### src/rtl/ir_pkg.sv
// Shared types and default burst lengths for the IR remote-control packet transmitters.
package ir_pkg;

   typedef enum logic [1:0] {
      IDLE  = 2'd0,
      ARM   = 2'd1,
      BURST = 2'd2,
      GAP   = 2'd3
   } ir_state_t;

   typedef logic [2:0] seg_t;

   localparam seg_t LAST_SEG = 3'd5;

   localparam int DEF_START_LEN = 191;
   localparam int DEF_CAR_LEN   = 47;
   localparam int DEF_ONE_LEN   = 47;
   localparam int DEF_ZERO_LEN  = 22;
   localparam int DEF_GAP_LEN   = 25;
   localparam int DEF_CNT_W     = 8;

   // seg 0 = start, seg 1 = car select, seg 2..5 = command bits 3..0
   function automatic int seg_len(input seg_t       seg,
                                  input logic [3:0] cmd,
                                  input int         start_len,
                                  input int         car_len,
                                  input int         one_len,
                                  input int         zero_len);
      logic bit_v;
      case (seg)
         3'd2:    bit_v = cmd[3];
         3'd3:    bit_v = cmd[2];
         3'd4:    bit_v = cmd[1];
         default: bit_v = cmd[0];
      endcase
      if (seg == 3'd0) return start_len;
      if (seg == 3'd1) return car_len;
      return bit_v ? one_len : zero_len;
   endfunction

endpackage

### src/rtl/ir_period_counter.sv
// Carrier rising-edge detector plus a carrier-period counter with terminal compare.
module ir_period_counter #(
   parameter int CNT_W = 8
) (
   input  logic             i_clk,
   input  logic             i_rst_n,
   input  logic             i_carrier,
   input  logic             i_load,
   input  logic             i_inc,
   input  logic [CNT_W-1:0] i_len,
   output logic             o_rise,
   output logic             o_term,
   output logic             o_carrier_q
);

   logic             r_carrier_d;
   logic [CNT_W-1:0] r_cnt;

   always_ff @(posedge i_clk or negedge i_rst_n) begin
      if (!i_rst_n) begin
         r_carrier_d <= 1'b0;
         r_cnt       <= '0;
      end else begin
         r_carrier_d <= i_carrier;
         if (i_load)
            r_cnt <= CNT_W'(1);
         else if (i_inc)
            r_cnt <= r_cnt + CNT_W'(1);
      end
   end

   assign o_rise      = i_carrier & ~r_carrier_d;
   assign o_term      = (r_cnt == i_len);
   assign o_carrier_q = r_carrier_d;

endmodule

### src/rtl/ir_packet_tx.sv
// Gates the carrier into the IR LED as one packet per SEND: start, car select,
// four command bits, each burst followed by a fixed dark gap.
//
//   state | meaning
//   IDLE  | waiting for SEND
//   ARM   | packet accepted, waiting for the first carrier rise
//   BURST | LED follows carrier for the current segment length
//   GAP   | LED dark for GAP_LEN periods, then next segment or done
module ir_packet_tx
   import ir_pkg::*;
#(
   parameter int START_LEN = DEF_START_LEN,
   parameter int CAR_LEN   = DEF_CAR_LEN,
   parameter int ONE_LEN   = DEF_ONE_LEN,
   parameter int ZERO_LEN  = DEF_ZERO_LEN,
   parameter int GAP_LEN   = DEF_GAP_LEN,
   parameter int CNT_W     = DEF_CNT_W
) (
   input  logic       CLK,
   input  logic       RESETN,
   input  logic       CARRIER,
   input  logic       SEND,
   input  logic [3:0] COMMAND,
   output logic       IR_LED,
   output logic       BUSY,
   output logic       DONE
);

   ir_state_t  r_state;
   seg_t       r_seg;
   logic [3:0] r_cmd_q;
   logic       r_busy;
   logic       r_done;
   logic       r_burst_en;

   ir_state_t  w_state_nxt;
   seg_t       w_seg_nxt;
   logic [3:0] w_cmd_nxt;
   logic       w_load;
   logic       w_inc;
   logic       w_done_nxt;

   logic             w_rise;
   logic             w_term;
   logic             w_carrier_q;
   logic [CNT_W-1:0] w_burst_len;
   logic [CNT_W-1:0] w_len;

   assign w_burst_len = CNT_W'(seg_len(r_seg, r_cmd_q, START_LEN, CAR_LEN, ONE_LEN, ZERO_LEN));
   assign w_len       = (r_state == GAP) ? CNT_W'(GAP_LEN) : w_burst_len;

   ir_period_counter #(
      .CNT_W (CNT_W)
   ) u_period_counter (
      .i_clk       (CLK),
      .i_rst_n     (RESETN),
      .i_carrier   (CARRIER),
      .i_load      (w_load),
      .i_inc       (w_inc),
      .i_len       (w_len),
      .o_rise      (w_rise),
      .o_term      (w_term),
      .o_carrier_q (w_carrier_q)
   );

   always_ff @(posedge CLK or negedge RESETN) begin
      if (!RESETN) begin
         r_state    <= IDLE;
         r_seg      <= '0;
         r_cmd_q    <= '0;
         r_busy     <= 1'b0;
         r_done     <= 1'b0;
         r_burst_en <= 1'b0;
      end else begin
         r_state    <= w_state_nxt;
         r_seg      <= w_seg_nxt;
         r_cmd_q    <= w_cmd_nxt;
         r_busy     <= (w_state_nxt != IDLE);
         r_done     <= w_done_nxt;
         r_burst_en <= (w_state_nxt == BURST);
      end
   end

   always_comb begin
      w_state_nxt = r_state;
      w_seg_nxt   = r_seg;
      w_cmd_nxt   = r_cmd_q;
      w_load      = 1'b0;
      w_inc       = 1'b0;
      w_done_nxt  = 1'b0;
      case (r_state)
         IDLE: begin
            if (SEND) begin
               w_cmd_nxt   = COMMAND;
               w_seg_nxt   = '0;
               w_state_nxt = ARM;
            end
         end
         ARM: begin
            if (w_rise) begin
               w_state_nxt = BURST;
               w_load      = 1'b1;
            end
         end
         BURST: begin
            if (w_rise) begin
               if (w_term) begin
                  w_state_nxt = GAP;
                  w_load      = 1'b1;
               end else begin
                  w_inc = 1'b1;
               end
            end
         end
         GAP: begin
            if (w_rise) begin
               if (!w_term) begin
                  w_inc = 1'b1;
               end else if (r_seg < LAST_SEG) begin
                  w_seg_nxt   = r_seg + 3'd1;
                  w_state_nxt = BURST;
                  w_load      = 1'b1;
               end else begin
                  w_state_nxt = IDLE;
                  w_done_nxt  = 1'b1;
               end
            end
         end
         default: w_state_nxt = IDLE;
      endcase
   end

   // Registered carrier AND registered enable: no logic glitches reach the pin
   assign IR_LED = w_carrier_q & r_burst_en;
   assign BUSY   = r_busy;
   assign DONE   = r_done;

endmodule
### config.mk
export PLATFORM = sky130hd
export DESIGN_NAME = ir_packet_tx
export DESIGN_NICKNAME = d
export VERILOG_FILES = /design/src/rtl/ir_pkg.sv /design/src/rtl/ir_period_counter.sv /design/src/rtl/ir_packet_tx.sv
export SDC_FILE = /design/constraint.sdc
export NUM_CORES = 1
export LEC_CHECK = 0
export ABC_AREA = 1
export CORE_ASPECT_RATIO = 0.7
export CORE_MARGIN = 3
export CORE_UTILIZATION = 25
export CTS_BUF_LIST = sky130_fd_sc_hd__clkbuf_4 sky130_fd_sc_hd__clkbuf_8
export DETAILED_ROUTE_END_ITERATION = 8
export PLACE_DENSITY = 0.44
export SLEW_MARGIN = 25
export SYNTH_ARGS = -nofsm -noshare
export SYNTH_HDL_FRONTEND = slang
export SYNTH_HIERARCHICAL = 1
export SYNTH_SLANG_ARGS = --single-unit
### constraint.sdc
create_clock -name CLK -period 6.9 [get_ports CLK]
set_input_delay 0.69 -clock CLK [delete_from_list [all_inputs] [get_ports CLK]]
set_output_delay 0.69 -clock CLK [all_outputs]
set_load 0.05 [all_outputs]
==> summary.txt, run 1 <==
Critical path
  • Reg-to-reg slack, setup: 3.88 ns
  • Worst EP arrival: 3.20 ns
  • Startpoint class of the critical path: flip-flop
  • CP endpoint kind: flip-flop
  • Worst-path fanout max: 6
  • Register-to-Register Path Depth: 18
  • Crit Reg-Reg Startpoint: r_seg[0]
  • Worst flop-to-flop path endpoint: u_period_counter/r_cnt[6]
  • CP Class: reg -> reg
  • Worst Path Required: 7.09 ns

CTS
  • Clk root buf: clkbuf_8
  • CTS tree: yes
  • CTS Hold Buffers Added: 0
  • Clock buffer count from CTS: 3
  • Clock Sinks: 21
  • CTS clk-pin slew, worst paths: 0.08 ns
  • CTS resizes: 0
  • CTS Buffer Depth: 2
  • Setup Buffers After CTS: 0
  • CTS HTree Levels: 1
  • Worst-Skew Late Latency: 0.27 ns

Final layout
  • N_diodes: 0
  • Most frequent cells in the layout: nand2_1 (36), inv_1 (24), dfrtp_1 (21), nor2_1 (17), nand3_1 (13)
  • Nets: 190
  • Ratio of cells with drive above 1 in the final layout: 13.1%
  • Area Overhead vs Synth: 16.1%
  • Commonest non-fill, non-tap cell in the layout: nand2_1

Logic synthesis
  • Post-Synthesis Cell Area: 1290 sq um
  • Mapped Nets: 177
  • Syn. warnings: 6
  • Post-Syn Area per Cell: 7.93 sq um
  • Cells after Synth: 163
  • Synth unique cells: 25
  • Post-synthesis sequential area ratio: 40.7%
  • Synthesized flop and latch total: 21

Routing
  • Vias per cell: 4.02
  • First drt pass iteration count: 4
  • DRC: 0
  • Routed vias: 980
  • ANT nets after route: 0
  • Drt initial violations: 38
  • WL final: 2420 microns
  • WL per Instance: 9.91 microns

Timing
  • Final Cycle Share: 43.7%
  • Worst Skew: 0.00747 ns
  • Unrepaired setup endpoints after global routing: no
  • Final hold vios: 0
  • Highest Clock Rate: 332 MHz
  • Final setup fails: 0
  • Pins over their slew limit: 0
  • Min Clock Period, post-route: 3.02 ns
  • Slew @ Worst Pin: 0.505 ns
  • Setup TNS: 0 ns
  • Slew headroom: 66.2%
  • Worst hold slack: 0.378 ns

Flow run
  • Max Cap Viol: 0

Placement
  • IO buf count: 10
  • Dpl hpwl: 1880 microns
  • Final RePlAce weighted congestion: 0.698

Die
  • Initial Utilization: 26.4%
  • Die W: 91.9 microns
  • Core Region: 4890 sq um
  • Total Die Area: 6080 sq um
  • Ports: 11
  • Rows: 21
  • Die height: 66.2 microns

Global routing
  • Largest net degree at the start of global routing: 22
  • Vias in the first global route: 987
  • Total track usage: 9.38%
  • Antenna violations before repair: 0
  • Gr ovfl total: 0
  • First-pass GRT wire length: 4470 microns

Power and ir drop
  • Worst vdd ir: 100 uV
  • Pwr dens: 266 nW/um^2
  • P_leak: 0.721 nW

Hold path
  • Min-Delay Path Class: in -> async

Status
  • Status: complete, no violations
[registers in the layout (all words and copies together), names as in the netlist]
signal and cells:
BUSY 1, DONE 1, r_burst_en 1, r_cmd_q 4
r_seg 3, r_state 2, u_period_counter/o_carrier_q 1, u_period_counter/r_cnt 8
[where the power goes]
group | internal (mW) | switching [mW]
registers | 0.155 | 0.0361
logic | 0.0523 | 0.0724
clock network | 0.0408 | 0.0428
total | 0.248 | 0.151
[cells by family (layout without fill, tap and decap cells)]
logic type	after synthesis	count (layout)	share of synthesized area [%]
buffers and inverters	29	41	9.68
and+or+nand+nor	82	82	30.9
other	1	1	0.290
AOI/OAI and AO/OA	15	15	6.58
DFF	21	21	40.7
xor gates and xnor gates	9	9	6.10
adders and majority gates	6	6	5.81
[area by class of cell]
cell class / count / area [sq um]
Fill cell: 536 / 3390
Multi-Input combinational cell: 113 / 642
Sequential cell: 21 / 526
Inverter: 27 / 103
Timing Repair Buffer: 10 / 95.1
Tap cell: 69 / 86.3
Clock buffer: 3 / 41.3
Clock inverter: 1 / 7.51
[worst max-delay path by stage]
stage	start	end	slack, ns
after floorplan	r_seg[0]	u_period_counter/r_cnt[3]	4.22
after global placement	r_seg[0]	u_period_counter/r_cnt[6]	3.99
after detailed placement	r_seg[0]	u_period_counter/r_cnt[4]	3.87
after CTS	r_seg[0]	u_period_counter/r_cnt[6]	3.83
after global routing	r_seg[0]	u_period_counter/r_cnt[4]	3.42
final	r_seg[0]	u_period_counter/r_cnt[6]	3.88
[layer usage]
layer / vias to the layer above / wire length, microns / track usage [%]
li1: 530 / - / -
met1: 437 / 1240 / 12.0
met2: 11 / 1070 / 14.9
met3: 2 / 79 / 3.07
met4: 0 / 21 / 3.33
met5: - / 0 / 0
[stage by stage]
stage	power (mW)	cell area, sq um	std cells	setup WS [ns]	util [%]
2_1_floorplan	0.293	1290	163	4.22	-
3_3_place_gp	0.320	1460	240	3.99	29.8
3_5_place_dp	0.320	1460	240	3.87	29.8
4_1_cts	0.409	1510	244	3.83	30.8
5_1_grt	0.440	1500	244	3.42	30.7
6_report	0.399	1500	244	3.88	30.7
[Yosys cell counts]
cell type | instances | share of area [%]
inv_2 | 2 | 0.58
xnor2_1 | 1 | 0.68
nor3b_2 | 1 | 0.97
inv_1 | 24 | 7.0
nand2_1 | 36 | 10
xor2_1 | 8 | 5.4
nor2_1 | 17 | 4.9
a21oi_1 | 6 | 2.3
o21ai_2 | 2 | 1.4
nand3_4 | 1 | 1.4
ha_1 | 6 | 5.8
nor2_2 | 4 | 1.9
buf_6 | 2 | 1.7
nand2_4 | 1 | 0.87
o21ai_0 | 5 | 1.9
clkinv_2 | 1 | 0.39
nand3_1 | 13 | 5.0
dfrtp_1 | 21 | 41
o21ai_1 | 1 | 0.39
nor2_4 | 1 | 0.87
nand3_2 | 2 | 1.5
nand2_2 | 3 | 1.5
conb_1 | 1 | 0.29
nand4_1 | 3 | 1.5
a211oi_1 | 1 | 0.58
[critical path, stage by stage (launching register included)]
cell,delay [ns]
dfrtp_1,0.45
ha_1,0.22
ha_1,0.19
nand2_1,0.07
nand2_1,0.05
inv_1,0.07
nand3_1,0.09
nand2_1,0.07
nand2_1,0.06
xor2_1,0.14
nor2_1,0.11
nand2_1,0.06
nor2_1,0.17
nand2_2,0.11
a211oi_1,0.48
nor2_2,0.14
nor2_2,0.20
nand4_1,0.11
a21oi_1,0.15
(Power assumes the default switching activity.)
==> inputs of run 2 (changes only) <==
==> constraint.sdc (replaced) <==
create_clock -name CLK -period 3.1 [get_ports CLK]
set_input_delay 0.31 -clock CLK [delete_from_list [all_inputs] [get_ports CLK]]
set_output_delay 0.31 -clock CLK [all_outputs]
set_load 0.05 [all_outputs]
==> run 2 against run 1 <==
The run now ends with negative hold slack left. Largest cell class unchanged. Sequential power increased by 120%. Clock power increased by 130%. Largest power group unchanged. Non-clock buffer count increased by 1. Critical path depth decreased by 2. Combinational power increased by 120%. Critical endpoint is now u_period_counter/r_cnt[4]. Routed wire length increased by 2.8%. Worst hold slack got worse by 0.38 ns.
==> summary.txt, run 2 (synthesis results as in run 1) <==
Final layout
  • Most frequent cells in the layout: nand2_1 (36), inv_1 (24), dfrtp_1 (21), nor2_1 (17), nand3_1 (13)
  • N_diodes: 0 (unchanged)
  • Reg with most FFs: u_period_counter/r_cnt
  • Fin util: 31.0% (+0.26 points)
  • Ratio of cells with drive above 1 in the final layout: 14.2% (+1.1 points)
  • Commonest non-fill, non-tap cell in the layout: nand2_1
  • Area Overhead vs Synth: 17.0%
  • Largest registers: u_period_counter/r_cnt x8, r_cmd_q x4, r_seg x3
  • Max reg flops: 8 (unchanged)
  • Fill cell count: 533 (-0.56%)
  • Nets: 191 (+0.53%)

Global routing
  • Gr ovfl total: 0 (unchanged)
  • Vias in the first global route: 941 (-4.7%)
  • Largest net degree at the start of global routing: 22 (unchanged)
  • Antenna violations before repair: 0 (unchanged)
  • Total track usage: 8.67% (-0.71 points)
  • First-pass GRT wire length: 4240 microns (-5.1%)

CTS
  • CTS Buffer Depth: 2 (unchanged)
  • Clock Sinks: 21 (unchanged)
  • Setup Buffers After CTS: 0 (unchanged)
  • Clock buffer count from CTS: 3 (unchanged)
  • Worst-Skew Late Latency: 0.26 ns (about the same)
  • CTS tree: yes
  • Clk root buf: clkbuf_8
  • CTS HTree Levels: 1 (unchanged)
  • CTS clk-pin slew, worst paths: 0.08 ns (about the same)

Critical path
  • Register-to-Register Path Depth: 16 (-2)
  • Worst flop-to-flop path endpoint: u_period_counter/r_cnt[4]
  • Worst EP arrival: 3.02 ns (-0.18 ns)
  • CP endpoint kind: flip-flop
  • Worst setup path startpoint: r_seg[0]
  • CP Class: reg -> reg
  • Worst Path Required: 3.29 ns (-3.80 ns)
  • Crit Reg-Reg Startpoint: r_seg[0]
  • Worst-path fanout max: 6 (unchanged)
  • Reg-to-reg slack, setup: 0.27 ns (-3.61 ns)
  • Startpoint class of the critical path: flip-flop

Routing
  • Routed vias: 985 (+0.51%)
  • Top routing layer used: met4
  • First drt pass iteration count: 4 (unchanged)
  • ANT nets after route: 0 (unchanged)
  • DRC: 0 (unchanged)
  • Vias per cell: 4.02 (about the same)
  • Met2 WL post-DR: 1050 microns (-2.1%)
  • WL final: 2490 microns (+2.8%)
  • Met3 WL: 47 microns (-41%)
  • Met1 wire length: 1370 microns (+10%)
  • WL per Instance: 10.1 microns (+2.4%)
  • Drt initial violations: 20 (-47%)

Die
  • Initial Utilization: 26.4% (unchanged)
  • Die W: 91.9 microns (unchanged)
  • Die height: 66.2 microns (unchanged)
  • Ports: 11 (unchanged)
  • Core Region: 4890 sq um (unchanged)
  • Rows: 21 (unchanged)
  • Total Die Area: 6080 sq um (unchanged)

Placement
  • IO buf count: 10 (unchanged)
  • Final RePlAce weighted congestion: 0.745 (+6.7%)
  • Dpl hpwl: 1900 microns (+0.98%)

Power and ir drop
  • Sequential power share: 47.6% (-0.2 points)
  • Logic gate share of total power: 31.2% (about the same)
  • Clk pwr share: 21.2% (+0.3 points)
  • Post-route total power: 0.897 mW (+120%)
  • P_sw: 0.336 mW (+120%)
  • P_int: 0.561 mW (+130%)
  • Pwr dens: 593 nW/um^2 (+120%)
  • Switching share of power: 37.4% (-0.47 points)
  • Worst vdd ir: 189 uV (+88%)
  • P_leak: 0.734 nW (+1.7%)

Timing
  • Worst hold slack: -0.00240 ns (-0.380 ns)
  • Highest Clock Rate: 353 MHz (+6.6%)
  • Final hold vios: 5 (+5)
  • Final Cycle Share: 91.3% (+48 points)
  • Min Clock Period, post-route: 2.83 ns (-0.186 ns)
  • Pins over their slew limit: 0 (unchanged)
  • Slew @ Worst Pin: 0.500 ns (-0.00509 ns)
  • Slew headroom: 66.6% (+0.34 points)
  • Worst Skew: 0.00722 ns (-0.000245 ns)
  • Unrepaired setup endpoints after global routing: no
  • Setup TNS: 0 ns (unchanged)
  • Final setup fails: 0 (unchanged)

Flow run
  • Max Cap Viol: 0 (unchanged)

Hold path
  • Min-Delay Path Class: in -> async

Status
  • Status: complete, but fails checks
  • Failing checks: negative hold slack
run 2: changes by cell type in the layout (fill, tap and decap cells not counted), sizes merged:
cell      change
clkinvlp      -1
buf           +1
clkbuf        +1
run 2: worst max-delay path, cell delays in order (launching register included):
cell      delay, ns
dfrtp_1        0.46
ha_1           0.23
ha_1           0.20
nand2_1        0.06
nand2_1        0.05
inv_1          0.06
nand4_1        0.16
xor2_1         0.18
nor2_1         0.10
nand2_1        0.06
nor2_1         0.18
nand2_2        0.11
a211oi_2       0.30
nor2_2         0.11
nor2_2         0.22
nand3_1        0.11
a21oi_1        0.16
run 2: cell type report:
class	instances	area [sq um]	area share, %
well taps	69	86.3	5.71
clock buffers	4	48.8	3.23
multi-input cells	113	647	42.8
repair buffers	11	103	6.78
inverters	27	103	6.78
flip-flops and latches	21	526	34.7
run 2: power by group through the flow:
| stage | clock [mW] | sequential, mW | combinational, mW |
|---|---|---|---|
| 5_1_grt | 0.209 | 0.437 | 0.324 |
| 2_1_floorplan | 0 | 0.401 | 0.252 |
| 3_3_place_gp | 0 | 0.432 | 0.279 |
| 4_1_cts | 0.200 | 0.425 | 0.284 |
| 3_5_place_dp | 0 | 0.431 | 0.283 |
| 6_report | 0.190 | 0.427 | 0.280 |
run 2: through the flow:
| step | hold WS [ns] | worst slack [ns] | cell area [sq um] | instances |
|---|---|---|---|---|
| final | -0.00240 | 0.271 | 1510 | 245 |
| after global routing | 0.0417 | 0.00901 | 1510 | 245 |
| after CTS | 0.501 | 0.181 | 1510 | 245 |
| after detailed placement | 0.480 | 0.204 | 1460 | 241 |
| after global placement | 0.478 | 0.276 | 1460 | 241 |
| after floorplan | 0.0144 | 0.421 | 1290 | 163 |
run 2: how the worst max path moves through the flow:
stage	endpoint	slack (ns)	depth (start not counted)
6_report	u_period_counter/r_cnt[4]	0.27	16
2_1_floorplan	u_period_counter/r_cnt[3]	0.42	18
4_1_cts	u_period_counter/r_cnt[4]	0.18	16
3_3_place_gp	u_period_counter/r_cnt[4]	0.28	16
5_1_grt	u_period_counter/r_cnt[4]	0.009	16
3_5_place_dp	u_period_counter/r_cnt[4]	0.20	17
run 2: what timing repair did:
| item | 4_1_cts | 5_1_grt |
|---|---|---|
| hold buffers | 0 | 0 |
| endpoints found under the setup margin | 0 | 4 |
| endpoints found under the hold margin | 0 | 0 |
| gates resized for setup | 0 | 1 |
run 2: routing by layer:
layer	global-route usage, %	up-vias
li1	-	528
met1	12.2	446
met2	13.1	9
met3	2.39	2
met4	2.22	0
met5	0	-
